**config.mk**
```make
export PLATFORM = sky130hd
export DESIGN_NAME = program_loader_flat
export DESIGN_NICKNAME = d
export VERILOG_FILES = /design/src/rtl/loader_pkg.sv /design/src/rtl/program_loader_if.sv /design/src/rtl/word_assembler.sv /design/src/rtl/program_loader.sv /design/src/flat_wrapper.sv
export SDC_FILE = /design/constraint.sdc
export NUM_CORES = 1
export LEC_CHECK = 0
export ABC_AREA = 1
export CORE_MARGIN = 2
export CORE_UTILIZATION = 35
export CTS_BUF_LIST = sky130_fd_sc_hd__clkbuf_2 sky130_fd_sc_hd__clkbuf_4 sky130_fd_sc_hd__clkbuf_8
export DETAILED_ROUTE_END_ITERATION = 7
export PLACE_DENSITY = 0.67
export RECOVER_POWER = 100
export SYNTH_ARGS = -nofsm -noshare
export SYNTH_HDL_FRONTEND = slang
export SYNTH_SLANG_ARGS = --single-unit
```
**constraint.sdc**
```tcl
create_clock -name clk -period 8.1 [get_ports clk]
set_input_delay 0.81 -clock clk [delete_from_list [all_inputs] [get_ports clk]]
set_output_delay 0.81 -clock clk [all_outputs]
set_load 0.05 [all_outputs]
```
**src/rtl/loader_pkg.sv**
```systemverilog
// Shared FSM encoding and constants for the program loader.
package loader_pkg;

    typedef enum logic [1:0] {
        StIdle,
        StRecv,
        StWrite,
        StDone
    } state_e;

    localparam logic [31:0] BaseAddressDefault = 32'h0040_0000;
    localparam int unsigned CountWidth = 11;
    localparam int unsigned IndexWidth = 10;

endpackage

```
**src/rtl/program_loader_if.sv**
```systemverilog
// Byte-stream input and program-memory write port of the program loader.
interface program_loader_if #(
    parameter int unsigned DATA_WIDTH = 32
);
    import loader_pkg::*;

    logic                  Start;
    logic [CountWidth-1:0] WordCount;
    logic [7:0]            ByteIn;
    logic                  ByteValid;
    logic                  ByteReady;
    logic                  MemWrite;
    logic [DATA_WIDTH-1:0] WriteAddress;
    logic [IndexWidth-1:0] WriteIndex;
    logic [DATA_WIDTH-1:0] WriteData;
    logic                  Busy;
    logic                  Done;
    logic                  Error;
    logic [DATA_WIDTH-1:0] Checksum;

    modport master (
        output Start, WordCount, ByteIn, ByteValid,
        input  ByteReady, MemWrite, WriteAddress, WriteIndex, WriteData,
        input  Busy, Done, Error, Checksum
    );

    modport slave (
        input  Start, WordCount, ByteIn, ByteValid,
        output ByteReady, MemWrite, WriteAddress, WriteIndex, WriteData,
        output Busy, Done, Error, Checksum
    );

endinterface

```
**src/rtl/word_assembler.sv**
```systemverilog
// Big-endian byte-to-word shift register with a modulo-4 byte counter.
module word_assembler #(
    parameter int unsigned DATA_WIDTH = 32
) (
    input  logic                  clk_i,
    input  logic                  rst_i,
    input  logic                  clear_i,
    input  logic                  push_i,
    input  logic [7:0]            byte_i,
    output logic [DATA_WIDTH-1:0] word_o,
    output logic                  last_o
);

    logic [1:0]            cnt_q;
    logic [DATA_WIDTH-1:0] word_q;

    always_ff @(posedge clk_i or posedge rst_i) begin
        if (rst_i) begin
            cnt_q  <= 2'd0;
            word_q <= '0;
        end else if (clear_i) begin
            cnt_q  <= 2'd0;
            word_q <= '0;
        end else if (push_i) begin
            // Earlier bytes move toward the MSBs, so the first byte ends up on top.
            cnt_q  <= cnt_q + 2'd1;
            word_q <= {word_q[DATA_WIDTH-9:0], byte_i};
        end
    end

    assign word_o = word_q;
    assign last_o = push_i && (cnt_q == 2'd3);

endmodule

```
**src/rtl/program_loader.sv**
```systemverilog
// Program loader: receives a byte stream and writes big-endian words to program memory.
// Define LOADER_CHECKSUM_EN to build the running word-sum Checksum output.
module program_loader
    import loader_pkg::*;
#(
    parameter int unsigned DATA_WIDTH   = 32,
    parameter int unsigned MEMORY_DEPTH = 1024,
    parameter logic [31:0] BASE_ADDRESS = BaseAddressDefault
) (
    input logic             clk,
    input logic             reset,
    program_loader_if.slave bus_io
);

    state_e                state_q;
    logic [CountWidth-1:0] count_q;
    logic [IndexWidth-1:0] index_q;
    logic [DATA_WIDTH-1:0] addr_q;
    logic                  ready_q;
    logic                  write_q;
    logic                  busy_q;
    logic                  done_q;
    logic                  error_q;

    logic                  start_ok;
    logic                  accept;
    logic                  push;
    logic                  last;
    logic [DATA_WIDTH-1:0] word;

    assign start_ok = (bus_io.WordCount != '0) && (32'(bus_io.WordCount) <= MEMORY_DEPTH);
    assign accept   = (state_q == StIdle) && bus_io.Start && start_ok;
    assign push     = ready_q && bus_io.ByteValid;

    word_assembler #(
        .DATA_WIDTH (DATA_WIDTH)
    ) u_word_assembler (
        .clk_i   (clk),
        .rst_i   (reset),
        .clear_i (accept),
        .push_i  (push),
        .byte_i  (bus_io.ByteIn),
        .word_o  (word),
        .last_o  (last)
    );

    always_ff @(posedge clk or posedge reset) begin
        if (reset) begin
            state_q <= StIdle;
            count_q <= '0;
            index_q <= '0;
            addr_q  <= '0;
            ready_q <= 1'b0;
            write_q <= 1'b0;
            busy_q  <= 1'b0;
            done_q  <= 1'b0;
            error_q <= 1'b0;
        end else begin
            write_q <= 1'b0;
            done_q  <= 1'b0;
            unique case (state_q)
                StIdle: begin
                    if (bus_io.Start) begin
                        if (start_ok) begin
                            count_q <= bus_io.WordCount;
                            index_q <= '0;
                            addr_q  <= DATA_WIDTH'(BASE_ADDRESS);
                            error_q <= 1'b0;
                            busy_q  <= 1'b1;
                            ready_q <= 1'b1;
                            state_q <= StRecv;
                        end else begin
                            error_q <= 1'b1;
                        end
                    end
                end
                StRecv: begin
                    if (last) begin
                        ready_q <= 1'b0;
                        write_q <= 1'b1;
                        state_q <= StWrite;
                    end
                end
                StWrite: begin
                    if ({1'b0, index_q} == count_q - CountWidth'(1)) begin
                        done_q  <= 1'b1;
                        state_q <= StDone;
                    end else begin
                        index_q <= index_q + IndexWidth'(1);
                        addr_q  <= addr_q + DATA_WIDTH'(4);
                        ready_q <= 1'b1;
                        state_q <= StRecv;
                    end
                end
                StDone: begin
                    busy_q  <= 1'b0;
                    state_q <= StIdle;
                end
                default: state_q <= StIdle;
            endcase
        end
    end

`ifdef LOADER_CHECKSUM_EN
    logic [DATA_WIDTH-1:0] sum_q;

    always_ff @(posedge clk or posedge reset) begin
        if (reset) begin
            sum_q <= '0;
        end else if (accept) begin
            sum_q <= '0;
        end else if (state_q == StWrite) begin
            sum_q <= sum_q + word;
        end
    end

    assign bus_io.Checksum = sum_q;
`else
    assign bus_io.Checksum = '0;
`endif

    assign bus_io.ByteReady    = ready_q;
    assign bus_io.MemWrite     = write_q;
    assign bus_io.WriteAddress = addr_q;
    assign bus_io.WriteIndex   = index_q;
    assign bus_io.WriteData    = word;
    assign bus_io.Busy         = busy_q;
    assign bus_io.Done         = done_q;
    assign bus_io.Error        = error_q;

endmodule

```
**src/flat_wrapper.sv**
```systemverilog
// flat-port wrapper written by rule: the top's interface ports become plain ports
module program_loader_flat import loader_pkg::*;
#(
    parameter int unsigned DATA_WIDTH   = 32,
    parameter int unsigned MEMORY_DEPTH = 1024,
    parameter logic [31:0] BASE_ADDRESS = BaseAddressDefault
)
  (clk, reset, bus_io_Start, bus_io_WordCount, bus_io_ByteIn, bus_io_ByteValid, bus_io_ByteReady, bus_io_MemWrite, bus_io_WriteAddress, bus_io_WriteIndex, bus_io_WriteData, bus_io_Busy, bus_io_Done, bus_io_Error, bus_io_Checksum);
  program_loader_if #(.DATA_WIDTH(DATA_WIDTH)) bus_io_i ();
  input logic clk;
  input logic reset;
  input wire logic [$bits(bus_io_i.Start)-1:0] bus_io_Start;
  input wire logic [$bits(bus_io_i.WordCount)-1:0] bus_io_WordCount;
  input wire logic [$bits(bus_io_i.ByteIn)-1:0] bus_io_ByteIn;
  input wire logic [$bits(bus_io_i.ByteValid)-1:0] bus_io_ByteValid;
  output wire logic [$bits(bus_io_i.ByteReady)-1:0] bus_io_ByteReady;
  output wire logic [$bits(bus_io_i.MemWrite)-1:0] bus_io_MemWrite;
  output wire logic [$bits(bus_io_i.WriteAddress)-1:0] bus_io_WriteAddress;
  output wire logic [$bits(bus_io_i.WriteIndex)-1:0] bus_io_WriteIndex;
  output wire logic [$bits(bus_io_i.WriteData)-1:0] bus_io_WriteData;
  output wire logic [$bits(bus_io_i.Busy)-1:0] bus_io_Busy;
  output wire logic [$bits(bus_io_i.Done)-1:0] bus_io_Done;
  output wire logic [$bits(bus_io_i.Error)-1:0] bus_io_Error;
  output wire logic [$bits(bus_io_i.Checksum)-1:0] bus_io_Checksum;
  assign bus_io_i.Start = bus_io_Start;
  assign bus_io_i.WordCount = bus_io_WordCount;
  assign bus_io_i.ByteIn = bus_io_ByteIn;
  assign bus_io_i.ByteValid = bus_io_ByteValid;
  assign bus_io_ByteReady = bus_io_i.ByteReady;
  assign bus_io_MemWrite = bus_io_i.MemWrite;
  assign bus_io_WriteAddress = bus_io_i.WriteAddress;
  assign bus_io_WriteIndex = bus_io_i.WriteIndex;
  assign bus_io_WriteData = bus_io_i.WriteData;
  assign bus_io_Busy = bus_io_i.Busy;
  assign bus_io_Done = bus_io_i.Done;
  assign bus_io_Error = bus_io_i.Error;
  assign bus_io_Checksum = bus_io_i.Checksum;
  program_loader #(.DATA_WIDTH(DATA_WIDTH), .MEMORY_DEPTH(MEMORY_DEPTH), .BASE_ADDRESS(BASE_ADDRESS)) u_core (.clk(clk), .reset(reset), .bus_io(bus_io_i));
endmodule
```
[Word level (Yosys, flattened, before mapping)]
Index checks and enable logic that the tools add are counted.
Word-level totals
  register bits after elaboration: 94
  bits of input ports: 23
  output and inout bits: 111
Cells by class
  add/sub/neg operators: 4
  $lt $le $gt $ge: 1
  equality and inequality tests: 9
  mux-type cells: 28
  reduce and logical (&&, ||, !) cells: 17
Operators with widths (count)
  32-bit 2-to-1 mux: 5
  32-bit one-hot mux with 2 select lines: 1
  32-bit by 3-bit adder with 32-bit output, second input constant: 1
  10-bit 2-to-1 mux: 3
  10-bit one-hot mux with 2 select lines: 1
  2-bit 2-to-1 mux: 6
  10-bit by 11-bit == test with 1-bit output: 1
  11-bit <= comparator, second input constant: 1
  11-bit nonzero test: 1
  11-bit by 1-bit subtractor with 11-bit output, second input constant: 1
  10-bit by 1-bit adder with 10-bit output, second input constant: 1
  1-bit 2-to-1 mux: 9
  3-bit AND reduction: 3
  2-bit one-hot mux with 4 select lines: 1
  2-bit == test, second input constant: 3
  2-bit nonzero test: 3
  1-bit logical AND: 5
  5-bit AND reduction: 1
  2-bit by 1-bit inequality test with 1-bit output, second input constant: 2
  2-bit inequality test, second input constant: 2
  4-bit AND reduction: 1
  1-bit one-hot mux with 3 select lines: 1
  3-bit nonzero test: 1
  2-bit by 1-bit adder with 2-bit output, second input constant: 1
  4 further kinds: 4

[Logic depth before layout (Yosys ltp)]
  depth after elaboration: 5
  depth in mapped cells: 14
  depth with buffers taken out: 13

[Modules after synthesis]
Synthesis repeated with hierarchy kept, for this count alone.
Second synthesis, totals
  cells, all modules: 774
  area total of the unflattened synthesis: 5645.4 µm²
Modules (own cells, without submodules)
  program_loader: instances 1, cells an instance 621, area each 4106.4 µm², sequential area each 1451.4 µm²
  word_assembler: instances 1, cells an instance 153, area each 1539.0 µm², sequential area each 850.8 µm²

[Worst setup path before layout]
Ideal clock, no wire load.
  path type: reg2reg
  from: reg u_core.addr_q[3] (netlist: u_core.bus_io.WriteAddress[3])
  to: reg u_core.addr_q[16] (netlist: u_core.bus_io.WriteAddress[16])
  setup time: 0.074 ns
  data arrival time: 2.020 ns
  data required time: 8.026 ns
  slack: 6.006 ns
  stages on the path, launching flop included: 10
  buffers on the path: 0
  path through: dfrtp_1 -> ha_1 -> nand2_1 -> nor2_2 -> inv_2 -> nor2_4 -> nand3_2 -> xor2_1 -> or2_2 -> o21ai_2
Between the ends
  longest elaborated chain between the ends: 3
RTL lines
  start: declaration: line program_loader.sv:18  | logic [DATA_WIDTH-1:0] addr_q;
  start signal: assignment: line program_loader.sv:67  | addr_q <= DATA_WIDTH'(BASE_ADDRESS);
  start signal: assignment: line program_loader.sv:90  | addr_q <= addr_q + DATA_WIDTH'(4);
  32-bit by 3-bit adder with 32-bit output: line program_loader.sv:90
  32-bit 2-to-1 mux: line program_loader.sv:85  | if ({1'b0, index_q} == count_q - CountWidth'(1)) begin
  32-bit one-hot mux with 2 select lines: line program_loader.sv:61  | unique case (state_q)
Every way passes these cells. The select of a mux whose other input is x is not followed.
A chain may end at the register's enable or synchronous reset.

[Worst setup path in the final report]
  from: in bus_io_WordCount[3]
  to: reg u_core.count_q[6]
Between the ends
  longest elaborated chain between the ends: 3
  elaborated cells between the ends (all ways): 4
  classes of those cells: order compare: 1; reduce/logical: 3
RTL lines
  start: declaration: line flat_wrapper.sv:13  | input wire logic [$bits(bus_io_i.WordCount)-1:0] bus_io_WordCount;
  11-bit <= comparator or 11-bit nonzero test (tied branches): line program_loader.sv:31  | assign start_ok = (bus_io.WordCount != '0) && (32'(bus_io.WordCount) <= MEMORY_DEPTH);
  1-bit logical AND (*): line program_loader.sv:31
  3-bit AND reduction (no line) (*)
  end signal: assignment: line program_loader.sv:65  | count_q <= bus_io.WordCount;
  end: declaration: line program_loader.sv:16  | logic [CountWidth-1:0] count_q;
Every way passes the cells marked *; elsewhere a longest branch is shown, timed or not.

==> flow_summary.toml <==
[outcome]
status = "complete, but fails checks"
violations = "max-capacitance violations, max-slew violations"

[grt]
antenna_found_initial = 0
grt_pass1_vias = 4575
overflow = 0
grt_max_degree = 90
grt_pass1_wl_um = 22460
grtUsageTotal_pct = 15.77

[synthesis]
syn_inst = 752
async_reset_ff_share_pct = 100.0
yosys-top-cells-area = "dfrtp_1, nand2_1, nand3_1"
synth_top_area_cell = "dfrtp_1"
synth_seq_area_share_pct = 40.65
synth_top_area_share_pct = 40.65
avgSynthCellArea_um2 = 7.530
synthFlopType = "dfrtp_1"
synth_edf_count = 0
netlist_area_um2 = 5663
synth_most_common_cell = "nand2_1"
yosys_warnings = 0
netlist_top_cells_count = "nand2_1, nand3_1, dfrtp_1"
ys_ff_latch = 92
netlist-cell-type-count = 36

[route]
via_count = 4932
wirelength_um = 13180
wire_per_inst_um = 12.46
viasPerCell = 4.662
first_iter_violations = 239
post-route-drc-count = 0
drt_first_pass_iters = 4
detail-route-antenna-nets = 0

[critical_path]
cp.required_ns = 8.23
worst_path_max_delay_cell = "clkbuf_1"
critical-path-max-stage-delay_ns = 2.27
critPathMaxFanout = 89
cp_top_family = "buffers and inverters"
crit_type = "primary input to flip-flop"
path_cells = "dlygate4sd3_1, nor2_1, nand2_1, nor2_1, nand2_1, nand2_1, nand2_1, nand2_1, clkbuf_1, o21ai_0"
startpoint_type = "primary input"
worstPathArrival_ns = 4.52
end_kind = "flip-flop"
path_buf_inv = 2
crit_top_cell = "nand2_1"

[clock_network]
cts_setup_buffers = 0
clk_transition_reported_paths_ns = 0.11
cts_inserted_buffers = 9
root_buffer = "clkbuf_8"
cts_tree = "done"
clk_latency_ns = 0.39
cts-resized-gates = 0
cts_num_sinks = 92
hold_buffers = 0
clk_path_buf_depth = 2
htreeDepth = 3

[sta]
timing.final.hold_violations = 0
skew_ns = 0.01459
max_freq_ghz = 0.2276
post-route-period-util_pct = 54.24
final.setup.tns_ns = 0
slew_headroom_pct = -113.8
worst_slew_pin_slew_ns = 3.207
setup_viol = 0
rsz0062_at_grt = "false"
holdWs_ns = 0.5036
fin_crit_ns = 4.393
drv_slew = 167

[floorplan]
ios = 134
dieHeight_um = 131.2
coreArea_um2 = 15830
start_util_pct = 35.78
chipWidth_um = 131.2
rows = 46
die-area_um2 = 17210

[pwr]
power_density_nw_per_um2 = 125.6
max-vdd-ir-drop_mv = 0.08151
leakage_uw = 0.003363

[cells_and_area]
diodes = 0
layout-drive-gt1-share_pct = 6.176
instances_no_fill = 1058
final_nets = 868
area_delta_synth_final_pct = 18.38

[placement]
portBuffers = 99
placed_cells = 1042
hpwl_um = 9225
gp_congestion = 0.8617

[hold_path]
hp-class = "flip-flop to flip-flop"

[flow_run]
cap_violations = 3
## layout make-up
class	count	area [um^2]
sequential	92	2302
inverter	62	234.0
clock inverter	7	78.83
fill	1683	9124
tap	216	270.3
clock buffer	9	123.9
timing repair buffer	103	1010
multi-input combinational	569	2685
## sequential cells by signal, summed over array words and instances, names as in the netlist, 2 cells and up
name and cells:
u_core.bus_io.WriteIndex 10, u_core.u_word_assembler.cnt_q 2, u_core.u_word_assembler.word_o 32, u_core.count_q 11, u_core.bus_io.WriteAddress 30, u_core.state_q 2
## stage by stage
| step | utilization [%] | setup slack (ns) | total power, uW | instance area (um^2) |
|---|---|---|---|---|
| floorplan | - | 4.898 | 523.8 | 5787 |
| global placement | 42.02 | 5.292 | 525.8 | 6651 |
| detailed placement | 42.02 | 5.254 | 525.8 | 6651 |
| CTS | 43.30 | 5.315 | 852.4 | 6854 |
| global route | 42.36 | 3.007 | 871.3 | 6704 |
| finish | 42.36 | 3.707 | 841.8 | 6704 |
## kinds of logic after synthesis
logic type / after synthesis / synth area share (%)
compound gates: 73 / 9.103
xor+xnor: 12 / 1.856
fa+ha+maj: 8 / 1.768
buf+inv: 124 / 11.67
flops: 92 / 40.65
other cells: 1 / 0.06622
simple gates: 442 / 34.89
## metal layers
layer	part of all wire [%]	global-route usage, %
met1	48	20.88
met2	46	25.50
met3	4.9	3.318
met4	1.8	5.797
met5	0	0
## worst paths after layout
kind | start | to | slack (ns) | cells after the start
max reg2reg | u_core.state_q[0] | u_core.bus_io.WriteAddress[6] | 4.10 | 12
max in group asynchronous | reset | u_core.u_word_assembler.word_o[28] | 5.55 | 3
min reg2reg | u_core.bus_io.Error | u_core.bus_io.Error | 0.50 | 1
min in group asynchronous | reset | u_core.bus_io.WriteAddress[8] | 1.16 | 2
max | bus_io_WordCount[3] | u_core.count_q[6] | 3.71 | 10
min | u_core.bus_io.Error | u_core.bus_io.Error | 0.50 | 1
## power breakdown
part | internal, uW | leakage, uW | switching [uW]
sequential | 459 | 0.00126 | 0
clock | 123 | 0.000102 | 203
combinational | 10.0 | 0.00200 | 46.5
total | 592 | 0.00336 | 250
## placed cells by master (no fill, tap or decap), types with 6 or more instances in the layout
cell,instances
dlygate4sd3_1,80
clkdlybuf4s50_1,19
nand3_1,119
nor3_1,7
nor2_2,6
nand4_1,10
inv_1,57
nand3b_1,6
nor2_1,56
clkbuf_8,9
nand2_1,215
or2_2,18
a21oi_1,12
o21ai_0,51
dfrtp_1,92
xor2_1,8
ha_1,8
conb_1,34
Note: power is estimated with default switching activity, not from simulation.
